`config.mk`:
```
export PLATFORM = sky130hd
export DESIGN_NAME = ysyx_24080014_mem_arbiter
export DESIGN_NICKNAME = d
export VERILOG_FILES = /design/src/rtl/ysyx_24080014_arb_pkg.sv /design/src/rtl/ysyx_24080014_arb_timer.sv /design/src/rtl/ysyx_24080014_mem_arbiter.sv
export SDC_FILE = /design/constraint.sdc
export NUM_CORES = 1
export LEC_CHECK = 0
export BUFFER_PORTS_ARGS = -buffer_cell sky130_fd_sc_hd__buf_2
export CELL_PAD_IN_SITES_DETAIL_PLACEMENT = 1
export CELL_PAD_IN_SITES_GLOBAL_PLACEMENT = 2
export CORE_AREA = 2 2 179 181
export CTS_CLUSTER_DIAMETER = 60
export DETAILED_ROUTE_END_ITERATION = 8
export DIE_AREA = 0 0 181 183
export PLACE_DENSITY = 0.86
export SYNTH_ARGS = -nofsm -noshare
export SYNTH_HDL_FRONTEND = slang
export SYNTH_HIERARCHICAL = 1
export SYNTH_SLANG_ARGS = --single-unit
```
`constraint.sdc`:
```
create_clock -name clk -period 3.3 [get_ports clk]
set_input_delay 0.495 -clock clk [delete_from_list [all_inputs] [get_ports clk]]
set_output_delay 0.495 -clock clk [all_outputs]
set_load 0.05 [all_outputs]
```
`src/rtl/ysyx_24080014_arb_pkg.sv`:
```
// Shared types for the IFU/LSU data-memory arbiter: FSM states and requester ids.
package ysyx_24080014_arb_pkg;

  typedef enum logic [1:0] {
    ST_IDLE = 2'd0,
    ST_BUSY = 2'd1,
    ST_RESP = 2'd2
  } arb_state_t;

  localparam logic REQ_IFU = 1'b0;
  localparam logic REQ_LSU = 1'b1;

endpackage

```
`src/rtl/ysyx_24080014_arb_timer.sv`:
```
// Busy-cycle counter for the arbiter; expire marks the cycle in which the count
// would reach TIMEOUT_CYC while still enabled.
module ysyx_24080014_arb_timer #(
  parameter int unsigned TIMEOUT_CYC = 255,
  parameter int unsigned CNT_W       = 8
) (
  input  logic clk,
  input  logic rst,
  input  logic clr,
  input  logic en,
  output logic expire
);

  localparam logic [CNT_W-1:0] LAST = CNT_W'(TIMEOUT_CYC - 1);

  logic [CNT_W-1:0] cnt_q;

  always_ff @(posedge clk) begin
    if (rst || clr) begin
      cnt_q <= '0;
    end else if (en) begin
      cnt_q <= cnt_q + CNT_W'(1);
    end
  end

  assign expire = en && (cnt_q == LAST);

endmodule

```
`src/rtl/ysyx_24080014_mem_arbiter.sv`:
```
// Two-requester (IFU/LSU) arbiter that owns the shared data-memory port and
// sequences one registered transaction at a time: IDLE -> BUSY -> RESP.
module ysyx_24080014_mem_arbiter
  import ysyx_24080014_arb_pkg::*;
#(
  parameter int unsigned MAX_CONSEC  = 4,
  parameter int unsigned TIMEOUT_CYC = 255,
  parameter int unsigned CNT_W       = 8
) (
  input  logic        clk,
  input  logic        rst,
  input  logic        ifu_valid,
  input  logic [31:0] ifu_addr,
  output logic        ifu_ready,
  output logic [31:0] ifu_rdata,
  output logic        ifu_err,
  input  logic        lsu_valid,
  input  logic        lsu_wen,
  input  logic [31:0] lsu_addr,
  input  logic [31:0] lsu_wdata,
  input  logic [7:0]  lsu_wmask,
  output logic        lsu_ready,
  output logic [31:0] lsu_rdata,
  output logic        lsu_err,
  output logic        mem_valid,
  output logic        mem_ren,
  output logic        mem_wen,
  output logic [31:0] mem_raddr,
  output logic [31:0] mem_waddr,
  output logic [31:0] mem_wdata,
  output logic [7:0]  mem_wmask,
  input  logic [31:0] mem_rdata,
  input  logic        mem_ready
);

  localparam int unsigned CONS_W = (MAX_CONSEC < 1) ? 1 : $clog2(MAX_CONSEC + 1);
  localparam logic [CONS_W-1:0] CONS_MAX = CONS_W'(MAX_CONSEC);

  arb_state_t        state_q, state_d;
  logic              req_id_q, req_id_d;
  logic [CONS_W-1:0] consec_q, consec_d;

  logic        mem_valid_d, mem_ren_d, mem_wen_d;
  logic [31:0] mem_raddr_d, mem_waddr_d, mem_wdata_d;
  logic [7:0]  mem_wmask_d;
  logic        ifu_ready_d, ifu_err_d, lsu_ready_d, lsu_err_d;
  logic [31:0] ifu_rdata_d, lsu_rdata_d;

  logic        grant_lsu, grant_ifu, timer_expire, busy_done;
  logic [31:0] resp_rdata;
  logic        resp_err;

  ysyx_24080014_arb_timer #(
    .TIMEOUT_CYC (TIMEOUT_CYC),
    .CNT_W       (CNT_W)
  ) u_timer (
    .clk    (clk),
    .rst    (rst),
    .clr    (state_q == ST_IDLE),
    .en     ((state_q == ST_BUSY) && !mem_ready),
    .expire (timer_expire)
  );

  // LSU has priority until it has won MAX_CONSEC grants in a row over a waiting IFU.
  assign grant_lsu  = lsu_valid && !(ifu_valid && (consec_q == CONS_MAX));
  assign grant_ifu  = ifu_valid && !grant_lsu;
  assign busy_done  = mem_ready || timer_expire;
  assign resp_rdata = (mem_ready && !mem_wen) ? mem_rdata : '0;
  assign resp_err   = !mem_ready;

  always_comb begin
    state_d     = state_q;
    req_id_d    = req_id_q;
    consec_d    = consec_q;
    mem_valid_d = mem_valid;
    mem_ren_d   = mem_ren;
    mem_wen_d   = mem_wen;
    mem_raddr_d = mem_raddr;
    mem_waddr_d = mem_waddr;
    mem_wdata_d = mem_wdata;
    mem_wmask_d = mem_wmask;
    ifu_ready_d = 1'b0;
    lsu_ready_d = 1'b0;
    ifu_rdata_d = ifu_rdata;
    ifu_err_d   = ifu_err;
    lsu_rdata_d = lsu_rdata;
    lsu_err_d   = lsu_err;
    case (state_q)
      ST_IDLE: begin
        if (grant_lsu) begin
          state_d     = ST_BUSY;
          req_id_d    = REQ_LSU;
          mem_valid_d = 1'b1;
          mem_ren_d   = !lsu_wen;
          mem_wen_d   = lsu_wen;
          mem_raddr_d = lsu_wen ? '0 : lsu_addr;
          mem_waddr_d = lsu_wen ? lsu_addr : '0;
          mem_wdata_d = lsu_wen ? lsu_wdata : '0;
          mem_wmask_d = lsu_wen ? lsu_wmask : '0;
          if (!ifu_valid) begin
            consec_d = '0;
          end else if (consec_q != CONS_MAX) begin
            consec_d = consec_q + CONS_W'(1);
          end
        end else if (grant_ifu) begin
          state_d     = ST_BUSY;
          req_id_d    = REQ_IFU;
          consec_d    = '0;
          mem_valid_d = 1'b1;
          mem_ren_d   = 1'b1;
          mem_wen_d   = 1'b0;
          mem_raddr_d = ifu_addr;
          mem_waddr_d = '0;
          mem_wdata_d = '0;
          mem_wmask_d = '0;
        end
      end
      ST_BUSY: begin
        if (busy_done) begin
          state_d     = ST_RESP;
          mem_valid_d = 1'b0;
          mem_ren_d   = 1'b0;
          mem_wen_d   = 1'b0;
          mem_raddr_d = '0;
          mem_waddr_d = '0;
          mem_wdata_d = '0;
          mem_wmask_d = '0;
          if (req_id_q == REQ_IFU) begin
            ifu_ready_d = 1'b1;
            ifu_rdata_d = resp_rdata;
            ifu_err_d   = resp_err;
          end else begin
            lsu_ready_d = 1'b1;
            lsu_rdata_d = resp_rdata;
            lsu_err_d   = resp_err;
          end
        end
      end
      ST_RESP: state_d = ST_IDLE;
      default: state_d = ST_IDLE;
    endcase
  end

  always_ff @(posedge clk) begin
    if (rst) begin
      state_q   <= ST_IDLE;
      req_id_q  <= REQ_IFU;
      consec_q  <= '0;
      mem_valid <= 1'b0;
      mem_ren   <= 1'b0;
      mem_wen   <= 1'b0;
      mem_raddr <= '0;
      mem_waddr <= '0;
      mem_wdata <= '0;
      mem_wmask <= '0;
      ifu_ready <= 1'b0;
      ifu_rdata <= '0;
      ifu_err   <= 1'b0;
      lsu_ready <= 1'b0;
      lsu_rdata <= '0;
      lsu_err   <= 1'b0;
    end else begin
      state_q   <= state_d;
      req_id_q  <= req_id_d;
      consec_q  <= consec_d;
      mem_valid <= mem_valid_d;
      mem_ren   <= mem_ren_d;
      mem_wen   <= mem_wen_d;
      mem_raddr <= mem_raddr_d;
      mem_waddr <= mem_waddr_d;
      mem_wdata <= mem_wdata_d;
      mem_wmask <= mem_wmask_d;
      ifu_ready <= ifu_ready_d;
      ifu_rdata <= ifu_rdata_d;
      ifu_err   <= ifu_err_d;
      lsu_ready <= lsu_ready_d;
      lsu_rdata <= lsu_rdata_d;
      lsu_err   <= lsu_err_d;
    end
  end

endmodule

```
### Word-level counts from Yosys, hierarchy flattened

Cells that the tools add are included.

| word-level totals | value |
|---|---|
| register bits after elaboration | 189 |
| output and inout port bits | 175 |
| logic and storage cells | 90 |

| operators by class | value |
|---|---|
| $add $sub $neg | 2 |
| eq/ne operators | 7 |
| multiplexer cells | 38 |
| bitwise logic cells | 3 |
| reductions and logical operators | 23 |

Operators by type and width:

| cell | number |
|---|---|
| $mux W32 | 10 |
| $pmux W32 S2 | 3 |
| $mux W8 | 4 |
| $pmux W8 S2 | 1 |
| $mux W3 | 4 |
| $reduce_and A3 Y1 | 4 |
| $mux W1 | 9 |
| $add A8 B1 Y8 const B | 1 |
| $eq A8 B8 Y1 const B | 1 |
| $logic_and A1 B1 Y1 | 6 |
| $mux W2 | 3 |
| $ne A3 B3 Y1 const B | 2 |
| $pmux W1 S2 | 3 |
| $logic_not A1 Y1 | 5 |
| $pmux W2 S2 | 1 |
| $reduce_and A2 Y1 | 2 |
| $reduce_bool A2 Y1 | 2 |
| $add A3 B1 Y3 const B | 1 |
| $eq A3 B3 Y1 const B | 1 |
| $ne A3 B2 Y1 const B | 1 |
| $not A1 Y1 | 3 |
| $reduce_or A3 Y1 | 1 |
| $eq A2 B1 Y1 const B | 1 |
| $logic_not A2 Y1 | 1 |
| other kinds (2) | 3 |

### Logic depth before layout (Yosys ltp)

Gate-level depths: netlist (run 1).

| logic depth | value |
|---|---|
| word-level depth | 9 |
| gate-level depth with buffers | 14 |
| depth with buffers taken out | 7 |

### Modules after synthesis

Netlist (run 1), hierarchy kept.

By module, submodules not included:

| module | instances | cells an instance | area each (µm²) |
|---|---|---|---|
| ysyx_24080014_mem_arbiter | 1 | 952 | 8540.7 |
| ysyx_24080014_arb_timer | 1 | 42 | 369.1 |

### Worst setup path before layout (run 1)

No wires, ideal clock.

| path | value |
|---|---|
| path kind | register to register |
| start | register state_q[1] |
| end | register mem_raddr[21] |
| setup time | 0.061 ns |
| arrival | 2.338 ns |
| data required time | 3.239 ns |
| path slack | 0.901 ns |
| stages on the path, launching flop included | 14 |
| path buffers | 6 |
| period minus slack after synthesis | 2.399 ns |
| path through | dfxtp_1 -> nand2b_1 -> buf_2 -> buf_2 -> buf_1 -> nor2_1 -> buf_4 -> nand4_1 -> nor2_1 -> or2_0 -> buf_2 -> a221oi_4 -> buf_6 -> a221o_1 |

| between the ends | value |
|---|---|
| word-level cells in the longest chain between the ends | 6 |
| elaborated cells between the ends (all ways) | 10 |

RTL lines:

| item | RTL line | RTL |
|---|---|---|
| start: declaration | ysyx_24080014_mem_arbiter.sv:39 | `arb_state_t state_q, state_d;` |
| start signal: assignment | ysyx_24080014_mem_arbiter.sv:163 | `state_q <= state_d;` |
| $eq A2 B1 Y1 | ysyx_24080014_mem_arbiter.sv:60 | `.en ((state_q == ST_BUSY) && !mem_ready),` |
| $logic_and A1 B1 Y1 | ysyx_24080014_mem_arbiter.sv:60 |  |
| $logic_and A1 B1 Y1 | ysyx_24080014_arb_timer.sv:26 | `assign expire = en && (cnt_q == LAST);` |
| named net timer_expire | ysyx_24080014_mem_arbiter.sv:49 | `logic grant_lsu, grant_ifu, timer_expire, busy_done;` |
| $logic_or A1 B1 Y1 | ysyx_24080014_mem_arbiter.sv:67 | `assign busy_done = mem_ready \|\| timer_expire;` |
| $ne A2 B2 Y1 (no source line) | -- |  |
| $reduce_and A3 Y1 (no source line) | -- |  |
| end signal: assignment | ysyx_24080014_mem_arbiter.sv:169 | `mem_raddr <= mem_raddr_d;` |
| end: declaration | ysyx_24080014_mem_arbiter.sv:28 | `output logic [31:0] mem_raddr,` |

The timed path passes the listed nets, and every way through them passes these cells.
A chain may end at the register's enable or synchronous reset.

### Final worst setup path (run 1)

| path | value |
|---|---|
| start | register state_q[1] |
| end | register lsu_rdata[16] |

| between the ends | value |
|---|---|
| word-level cells in the longest chain between the ends | 5 |

RTL lines:

| item | RTL line | RTL |
|---|---|---|
| $eq A2 B1 Y1 * | ysyx_24080014_mem_arbiter.sv:60, ysyx_24080014_mem_arbiter.sv:88 |  |
| $logic_and A1 B1 Y1 | ysyx_24080014_mem_arbiter.sv:60 |  |
| $logic_and A1 B1 Y1 | ysyx_24080014_arb_timer.sv:26 |  |
| $logic_or A1 B1 Y1 | ysyx_24080014_mem_arbiter.sv:67 |  |
| $reduce_and A3 Y1 (no source line) * | -- |  |
| end signal: assignment | ysyx_24080014_mem_arbiter.sv:177 | `lsu_rdata <= lsu_rdata_d;` |
| end: declaration | ysyx_24080014_mem_arbiter.sv:23 | `output logic [31:0] lsu_rdata,` |

Every way passes the cells marked *; elsewhere a longest branch is shown, timed or not.

==> flow_summary_export.csv, run 1 <==
group,metric,value,unit
power_and_ir_drop,p_leak,0.00453,uW
synthesis,synth_common_cells,"dfxtp_1, a21oi_1, clkbuf_1",
die,die_h,183,um
routing,drtAntennaViolNets,0,
die,die_area,33100,um2
critical_path,path_class,"flop to flop",
placed_design,dp_cells,1582,
grt,grt_pass1_vias,9037,
synthesis,postSynthCellCount,994,
synthesis,syn_area_per_cell,8.96,um2
die,die_w,181,um
routing,routed_via_density,5.67,
cells_and_area,drive_above_1_share,31.8,%
cts,cts_resized,0,
hold_path,hold_class,"input port to flop",
synthesis,yosysMostFrequentCell,"dfxtp_1",
timing,drv_slew,0,
routing,wl_per_cell,21.3,um
synthesis,yosysUniqueCellTypes,42,
critical_path,arrival,2.93,ns
routing,drt_pass1_iterations,5,
timing,skew,0.0111,ns
status,status,"finished clean",
critical_path,cp.required,3.67,ns
critical_path,start_kind,"flop",
routing,drc,0,
timing,setup_violations,0,
cells_and_area,fin_nets,1345,
cells_and_area,syn_to_final_growth,26.3,%
synthesis,ys_seq_area_share,42.5,%
synthesis,ys_ff_latch,189,
power_and_ir_drop,cellPowerDensity,513,nW/um2
routing,drtIter0Drc,594,
timing,period_needed,2.56,ns
timing,timing.final.crit_share,77.7,%
die,num_rows,65,
grt,grt_antenna_before_repair,3,
cts,postCtsHoldBufs,0,
cts,cts_tree,"yes",
critical_path,path_max_fanout,74,
synthesis,synth_edf_count,0,
timing,grt_setup_unrepaired,"false",
timing,final.setup.tns,0,ns
cts,clkTransAtPathRegs,0.07,ns
placed_design,io_buffers,316,
synthesis,yosys_warnings,6,
cts,insertion_delay,0.44,ns
grt,grt_max_degree,88,
die,io_pins,317,
placed_design,hpwl,22.2,mm
grt,grt_usage,20.0,%
cts,cts_buffers,17,
power_and_ir_drop,peakVddDrop,0.330,mV
critical_path,cp-end-kind,"flop",
die,start_util,28.5,%
cts,clock_path_buffers,2,
synthesis,synth_area,8910,um2
grt,grt_pass1_wl,53.0,mm
flow_run,drv_cap,0,
grt,grt_overflow,0,
timing,fmax,390,MHz
routing,totalWireLength,34.4,mm
power_and_ir_drop,power,5780,uW
synthesis,synth_top_area_cell,"dfxtp_1",
cells_and_area,postLayoutCoreUtil,36.0,%
timing,tightest_slew,1.14,ns
routing,num_vias,9173,
synthesis,async_flop_share,0,%
cts,cts_setup_buffers,0,
placed_design,gp_congestion,0.825,
cts,root_buffer,"clkbuf_16",
die,core-area,31200,um2
cts,h-tree-depth,4,
synthesis,synth-main-ff-cell,"dfxtp_1",
synthesis,ys_top_cells_by_area,"dfxtp_1, a21oi_1, o221ai_1",
cells_and_area,finalNonFillerCells,1617,
timing,max-slew-margin-rel,23.8,%
timing,finalHoldViolations,0,
cts,clock_sinks,189,
synthesis,yosysTopAreaCellShare,42.5,%
synthesis,syn_nets,1140,
## metrics by stage
step,setup WS [ns],instance area [um2],hold WS [ns]
3_3_place_gp,0.824,10600,0.452
4_1_cts,0.738,11200,0.274
2_1_floorplan,0.901,8910,0.458
5_1_grt,0.549,11200,0.284
6_report,0.735,11200,0.297
3_5_place_dp,0.768,10600,0.461
## where the power goes
part / leakage, uW / internal (uW) / switching [uW] / total (uW)
registers: 0.00154 / 2370 / 54.7 / 2420
logic: 0.00269 / 277 / 819 / 1100
clock network: 0.000304 / 1290 / 962 / 2260
total: 0.00453 / 3940 / 1840 / 5780
## flip-flops by register name, indices dropped and copies added, names as in the netlist, 2 cells and up
name	count
mem_raddr	32
u_timer/cnt_q	8
mem_wmask	8
mem_waddr	32
state_q	2
mem_wdata	32
consec_q	3
ifu_rdata	32
lsu_rdata	32
## layer usage
metal	part of all wire, %	wire (um)	vias to the layer above	global-route usage (%)
li1	-	-	4327	-
met1	45	15400	4524	26.6
met2	47	16300	281	32.3
met3	5.3	1820	41	4.07
met4	2.4	839	0	6.99
met5	0	0	-	0
## placed cells by master, fill, tap and decap left out, drive strengths merged, types with 6 or more instances in the layout
cell | netlist | final
a21oi | 145 | 145
a221o | 32 | 32
and3b | 32 | 32
and4 | 64 | 64
buf | 52 | 341
clkbuf | 103 | 19
dfxtp | 189 | 189
inv | 6 | 9
nand2 | 6 | 6
nand3 | 78 | 78
nand4 | 68 | 68
nor2 | 10 | 10
nor3b | 33 | 33
o21ai | 7 | 7
o221ai | 73 | 73
o31ai | 64 | 64
## worst max-delay path, stage by stage (launching register included)
cell and delay (ns):
dfxtp_1 0.43, nand2b_4 0.17, buf_4 0.63, buf_4 0.81
o31ai_1 0.20, a21oi_1 0.21
## cell type report
type / count / area [um2]
Clock buffer: 19 / 443
Timing Repair Buffer: 341 / 1810
Antenna cell: 3 / 7.51
Sequential cell: 189 / 3780
Multi-Input combinational cell: 644 / 4490
Fill cell: 3723 / 20000
Tap cell: 402 / 503
Inverter: 6 / 22.5
Clock inverter: 13 / 185
## logic make-up after synthesis
family	Yosys count	share of synthesized area, %
adder cells (fa/ha/maj)	4	0.562
flip-flops	189	42.5
XOR/XNOR	4	0.393
AO/OA/AOI/OAI	331	25.8
buffers and inverters	161	7.58
AND/OR/NAND/NOR	305	23.2
## worst paths after layout
kind	slack, ns	start	cells past startpoint	to
max	0.74	state_q[1]$_SDFFE_PP0P_	5	lsu_rdata[16]$_SDFFE_PP0P_
min	0.30	lsu_wdata[7]	3	mem_wdata[7]$_SDFFE_PP0P_
max reg2reg	0.74	state_q[1]$_SDFFE_PP0P_	5	lsu_rdata[16]$_SDFFE_PP0P_
min reg2reg	0.47	ifu_rdata[13]$_SDFFE_PP0P_	2	ifu_rdata[13]$_SDFFE_PP0P_
Note: power is estimated with default switching activity, not from simulation.
==> run 2, diff against run 1 <==
- ABC_AREA: unset -> 1
- CORE_AREA: 2 2 179 181 -> 2 2 190 192
- DIE_AREA: 0 0 181 183 -> 0 0 192 194
- PLACE_DENSITY: 0.86 -> 0.8
- clock period: 3.3 -> 2.3 ns (I/O delays scaled with it)
==> run 2 against run 1 <==
Compared with the run above:
- total power up 39%
- routed wire length is 14% lower
- count of clock-buffer cells in the layout is 2 lower
- sequential power rose by 44%
- non-clock buffer count unchanged
- first-iteration DRC count decreased by 37%
- utilization fell by 6.2 points
- combinational power grew 42%
- global-route usage is 4.4 points lower
- synthesized area down 10%
- setup slack got worse by 0.41 ns
- flip-flop and latch count unchanged
- largest power group unchanged
- highest routed layer unchanged
==> flow_summary_export.csv, run 2 <==
group,metric,value,unit
critical_path,start_kind,"flop",
cts,h-tree-depth,4,
power_and_ir_drop,cellPowerDensity,762,nW/um2
timing,fmax,507,MHz
routing,num_vias,8290,
cells_and_area,fin_nets,1499,
cts,clock_path_buffers,2,
synthesis,yosysUniqueCellTypes,27,
routing,drtIter0Drc,372,
critical_path,arrival,2.31,ns
synthesis,syn_area_per_cell,7.40,um2
synthesis,ys_top_cells_by_area,"dfxtp_1, nand3_1, a21oi_1",
synthesis,ys_ff_latch,189,
hold_path,hp-start,"lsu_wdata[26]",
power_and_ir_drop,pwr-share-clk,36.9,%
critical_path,rrSetupSlack,0.33,ns
power_and_ir_drop,seqPwrFrac,43.6,%
grt,grt_usage,15.6,%
cells_and_area,multiInputGateArea,3390,um2
cts,cts_tree,"yes",
synthesis,yosysMostFrequentCell,"nand3_1",
grt,grt_max_degree,126,
hold_path,hold_class,"input port to flop",
routing,drc,0,
cts,clock_sinks,189,
cells_and_area,final_cell_mix,"buf_2, nand3_1, dfxtp_1",
cells_and_area,drive_above_1_share,28.9,%
cts,root_buffer,"clkbuf_16",
grt,grt_antenna_before_repair,4,
critical_path,crit_path_end,"ifu_rdata[17]$_SDFFE_PP0P_",
critical_path,path_max_fanout,15,
flow_run,drv_cap,0,
power_and_ir_drop,switchingPower,2740,uW
timing,skew,0.0160,ns
cells_and_area,layout_commonest_cell,"buf_2",
synthesis,syn_nets,1229,
timing,setup_slack,0.329,ns
status,status,"finished clean",
timing,setup_violations,0,
power_and_ir_drop,power,8020,uW
cells_and_area,seqCellArea,3780,um2
placed_design,pre_cts_slack,0.204,ns
grt,met3_usage,5.25,%
cts,cts_buffers,17,
synthesis,synth_top_family_by_area,"simple AND/OR/NAND/NOR gates",
grt,grt_pass1_vias,8137,
synthesis,synth_area,8020,um2
timing,worst_hold_slack,0.154,ns
timing,tightest_slew,0.670,ns
timing,timing.final.crit_share,85.7,%
routing,totalWireLength,29.6,mm
synthesis,synth_top_area_cell,"dfxtp_1",
grt,busiest_layer,"met2",
die,die_area,37200,um2
synthesis,synth-adder-area-share,0.624,%
critical_path,rr_startpoint,"state_q[1]$_SDFFE_PP0P_",
timing,grt_setup_unrepaired,"false",
grt,grt_overflow,0,
synthesis,ys_seq_area_share,47.2,%
critical_path,cp-end-kind,"flop",
critical_path,cp.required,2.64,ns
synthesis,postSynthCellCount,1083,
cells_and_area,syn_to_final_growth,31.1,%
power_and_ir_drop,peakVddDrop,0.536,mV
synthesis,synth-main-ff-cell,"dfxtp_1",
cts,insertion_delay,0.45,ns
critical_path,regToRegEndpoint,"ifu_rdata[17]$_SDFFE_PP0P_",
timing,period_needed,1.97,ns
timing,finalHoldViolations,0,
routing,wl_per_cell,16.2,um
cts,clkTransAtPathRegs,0.08,ns
synthesis,synth_mux_area_share,0,%
synthesis,yosysTopAreaCellShare,47.2,%
cts,postCtsHoldBufs,0,
die,io_pins,317,
routing,drtAntennaViolNets,0,
synthesis,synth_edf_count,0,
synthesis,yosys_warnings,6,
synthesis,synth_compound_area_share,11.9,%
grt,global_route.usage.met2,24.5,%
die,start_util,22.8,%
die,core-area,35200,um2
power_and_ir_drop,swShare,34.2,%
die,num_rows,69,
synthesis,synth_common_cells,"nand3_1, dfxtp_1, nor2_1",
routing,routed_via_density,4.53,
cells_and_area,fill_cells,4415,
power_and_ir_drop,combPwrFrac,19.5,%
synthesis,async_flop_share,0,%
timing,max-slew-margin-rel,55.3,%
grt,grt_pass1_wl,45.6,mm
routing,drt_pass1_iterations,4,
die,die_h,194,um
timing,drv_slew,0,
power_and_ir_drop,intPower,5270,uW
timing,final.setup.tns,0,ns
grt,use_met1,19.8,%
die,die_w,192,um
critical_path,crit_path_start,"state_q[1]$_SDFFE_PP0P_",
placed_design,gp_congestion,0.746,
cells_and_area,postLayoutCoreUtil,29.9,%
synthesis,synth_simple_gate_area_share,29.8,%
placed_design,hpwl,20.2,mm
synthesis,synth_xor_area_share,0,%
power_and_ir_drop,p_leak,0.00487,uW
critical_path,path_class,"flop to flop",
critical_path,worstRegToRegCells,9,
placed_design,io_buffers,316,
run 2: cell types whose count changed in the layout (fill, tap and decap cells not counted), sizes merged, moves of 45 or more:
cell / delta
nand3: +170
nor2: +135
nand2: +120
inv: +84
o221ai: -73
nand4: -66
and4: -64
o31ai: -64
o21ai: +45
run 2: worst min path at each step:
stage	end	cells past startpoint
after floorplan	u_timer/cnt_q[4]$_SDFFE_PP0P_	2
after global placement	mem_valid$_SDFFE_PP0P_	2
after detailed placement	mem_valid$_SDFFE_PP0P_	2
after CTS	mem_wdata[26]$_SDFFE_PP0P_	3
after global routing	mem_wdata[5]$_SDFFE_PP0P_	3
final	mem_wdata[26]$_SDFFE_PP0P_	3
run 2: logic make-up after synthesis:
logic type,Yosys count
buffers and inverters,175
adder cells (fa/ha/maj),4
AO/OA/AOI/OAI,190
flip-flops,189
AND/OR/NAND/NOR,525
run 2: layer usage:
metal	up-vias	share of wire, %
met5	-	0
met4	0	2.0
met3	32	7.8
met2	243	45
met1	3909	45
li1	4106	-
run 2: worst max-delay path, cell delays in order (launching register included):
cell,delay (ns)
dfxtp_1,0.36
nor3_1,0.28
nand4_1,0.14
nor3_1,0.19
nor2_1,0.09
inv_2,0.14
nand3_4,0.17
buf_4,0.24
o21ai_0,0.19
nor2_1,0.05
run 2: layout make-up:
cell class / instances / area share (%)
diodes: 4 / 0.0952
clock buffers: 17 / 4.05
clock inverters: 15 / 1.36
inverters: 85 / 3.03
multi-input cells: 719 / 32.3
flip-flops and latches: 189 / 36.0
well taps: 461 / 5.49
repair buffers: 341 / 17.7
run 2: repair_timing:
item,4_1_cts,5_1_grt
endpoints found under the setup margin,0,1
buffers inserted,0,0
gates resized for setup,0,1
run 2: per-stage QoR:
stage               instance area (um2)  std cells
floorplan                          8020       1083
global placement                   9930       1795
detailed placement                 9930       1795
CTS                               10500       1827
global route                      10500       1830
finish                            10500       1831
run 2: power by group through the flow:
| stage | clock, uW | sequential [uW] | combinational (uW) |
|---|---|---|---|
| finish | 2960 | 3490 | 1560 |
| global route | 3210 | 3510 | 1690 |
| CTS | 3100 | 3500 | 1590 |
| detailed placement | 0 | 3570 | 1580 |
| global placement | 0 | 3570 | 1570 |
| floorplan | 0 | 4040 | 629 |
==> run 3, diff against run 2 <==
- REMOVE_ABC_BUFFERS: unset -> 1
==> run 3 against run 2 <==
Compared with the run above:
- count of clock-buffer cells in the layout unchanged
- die area unchanged
- register-to-register slack better by 0.05 ns
- final area up 0.55%
- total power up 0.71%
- setup slack better by 0.047 ns
- non-clock buffer count down 2
==> flow_summary_export.csv, run 3 (same netlist as run 2, synthesis figures left out) <==
group,metric,value,unit
cts,insertion_delay,0.45,ns
routing,drt_pass1_iterations,4,
cells_and_area,fin_nets,1497,
cells_and_area,layout_commonest_cell,"buf_2",
die,die_h,194,um
critical_path,path_max_fanout,54,
status,status,"finished clean",
grt,grt_overflow,0,
routing,wl_per_cell,17.4,um
cells_and_area,postLayoutCoreUtil,30.0,%
power_and_ir_drop,seqPwrFrac,43.3,%
power_and_ir_drop,peakVddDrop,0.515,mV
die,core-area,35200,um2
routing,drc,0,
critical_path,crit_chain,"inv_1 > ha_1 > nand4_1 > nor3_1 > nor2_1 > inv_2 > nand2_4 > clkbuf_16 > nand3_1 > a21oi_1",
cts,root_buffer,"clkbuf_16",
cts,clkTransAtPathRegs,0.07,ns
power_and_ir_drop,power,8070,uW
die,die_area,37200,um2
critical_path,cp.buffers_inverters,3,
critical_path,rr_startpoint,"u_timer/cnt_q[0]$_SDFFE_PP0P_",
cells_and_area,multiInputGateArea,3400,um2
die,die_w,192,um
timing,setup_violations,0,
placed_design,pre_cts_slack,0.247,ns
critical_path,cp.depth,10,
critical_path,slowest_delay,0.44,ns
cells_and_area,drive_above_1_share,28.8,%
power_and_ir_drop,swShare,32.6,%
timing,finalHoldViolations,0,
cells_and_area,syn_to_final_growth,31.8,%
timing,fmax,520,MHz
grt,grt_pass1_wl,48.2,mm
timing,tightest_slew,0.574,ns
grt,grt_antenna_before_repair,7,
hold_path,hold_end,"mem_wdata[16]$_SDFFE_PP0P_",
power_and_ir_drop,cellPowerDensity,764,nW/um2
timing,timing.final.crit_share,83.7,%
routing,totalWireLength,31.8,mm
critical_path,arrival,2.31,ns
critical_path,cp.required,2.68,ns
timing,skew,0.0119,ns
grt,grt_pass1_vias,8445,
hold_path,hold_class,"input port to flop",
critical_path,rrSetupSlack,0.38,ns
timing,max-slew-margin-rel,61.6,%
cells_and_area,final_cell_mix,"buf_2, nand3_1, dfxtp_1",
timing,drv_slew,0,
routing,num_vias,8369,
critical_path,cpMaxStageDelayCell,"dfxtp_1",
routing,routed_via_density,4.58,
critical_path,cp-end-kind,"flop",
cts,clock_sinks,189,
die,io_pins,317,
grt,grt_max_degree,109,
cts,postCtsHoldBufs,0,
power_and_ir_drop,switchingPower,2640,uW
routing,drtAntennaViolNets,0,
critical_path,start_kind,"flop",
timing,setup_slack,0.375,ns
power_and_ir_drop,combPwrFrac,19.8,%
hold_path,hp-start,"lsu_wdata[16]",
cts,cts_tree,"yes",
critical_path,path_class,"flop to flop",
die,num_rows,69,
critical_path,worstRegToRegCells,10,
power_and_ir_drop,p_leak,0.00488,uW
flow_run,drv_cap,0,
placed_design,io_buffers,316,
critical_path,regToRegEndpoint,"mem_waddr[14]$_SDFFE_PP0P_",
power_and_ir_drop,intPower,5440,uW
grt,grt_usage,16.7,%
power_and_ir_drop,pwr-share-clk,36.9,%
die,start_util,22.8,%
timing,period_needed,1.92,ns
cells_and_area,fill_cells,4419,
timing,grt_setup_unrepaired,"false",
critical_path,crit_family,"simple AND/OR/NAND/NOR gates",
cts,clock_path_buffers,2,
cells_and_area,seqCellArea,3780,um2
routing,drtIter0Drc,287,
placed_design,hpwl,21.5,mm
cts,h-tree-depth,4,
placed_design,gp_congestion,0.770,
hold_path,hold_depth,3,
timing,final.setup.tns,0,ns
cts,cts_buffers,17,
-- run 3: cell count changes in the layout (fill, tap and decap cells not counted), sizes merged --
| cell | previous run | this run |
|---|---|---|
| buf | 341 | 338 |
| bufinv | 0 | 2 |
| clkbuf | 17 | 18 |
| clkinv | 5 | 6 |
| clkinvlp | 2 | 4 |
| diode | 4 | 3 |
| inv | 93 | 86 |
-- run 3: tightest hold or removal path: stages --
cell	delay, ns
buf_2	0.09
nand3_1	0.06
a21oi_1	0.05
-- run 3: per-stage QoR --
stage / cell area, um2 / cells / hold slack [ns]
global route: 10600 / 1824 / 0.139
CTS: 10500 / 1822 / 0.124
global placement: 9960 / 1792 / 0.447
floorplan: 7500 / 993 / 0.414
detailed placement: 9960 / 1792 / 0.453
finish: 10600 / 1826 / 0.151
-- run 3: power groups by stage --
stage | Sequential (uW) | Combinational, uW | Clock [uW]
after detailed placement | 3570 | 1610 | 0
after global placement | 3570 | 1590 | 0
after floorplan | 4040 | 487 | 0
after global routing | 3520 | 1730 | 3200
after CTS | 3500 | 1610 | 3090
final | 3500 | 1600 | 2980
-- run 3: what timing repair did --
item / 4_1_cts / 5_1_grt
buffers inserted: 0 / 0
resized for setup: 0 / 1
setup endpoints to repair: 0 / 3
hold endpoints to repair: 0 / 0
-- run 3: cell type report --
type	instances	area share, %
diodes	3	0.0710
clock buffers	17	4.02
well taps	461	5.46
inverters	85	3.02
flip-flops and latches	189	35.8
clock inverters	13	1.36
multi-input cells	719	32.1
repair buffers	339	18.2
-- run 3: how the worst max path moves through the flow --
stage | from | slack [ns] | to
finish | u_timer/cnt_q[0]$_SDFFE_PP0P_ | 0.38 | mem_waddr[14]$_SDFFE_PP0P_
global route | u_timer/cnt_q[0]$_SDFFE_PP0P_ | 0.15 | mem_wdata[19]$_SDFFE_PP0P_
CTS | u_timer/cnt_q[0]$_SDFFE_PP0P_ | 0.24 | mem_wdata[5]$_SDFFE_PP0P_
detailed placement | u_timer/cnt_q[0]$_SDFFE_PP0P_ | 0.25 | mem_wdata[5]$_SDFFE_PP0P_
global placement | mem_ready | 0.27 | lsu_rdata[29]$_SDFFE_PP0P_
floorplan | consec_q[0]$_SDFFE_PP0P_ | -0.33 | mem_ren$_SDFFE_PP0P_
-- run 3: per-layer routing --
| layer | up-vias | routed length [um] | GRT usage (%) | share of wire, % |
|---|---|---|---|---|
| met3 | 30 | 3030 | 6.86 | 9.5 |
| met5 | - | 43 | 0 | 0.14 |
| met2 | 285 | 14300 | 27.2 | 45 |
| met4 | 10 | 423 | 4.81 | 1.3 |
| met1 | 3951 | 14000 | 20.2 | 44 |
| li1 | 4093 | - | - | - |
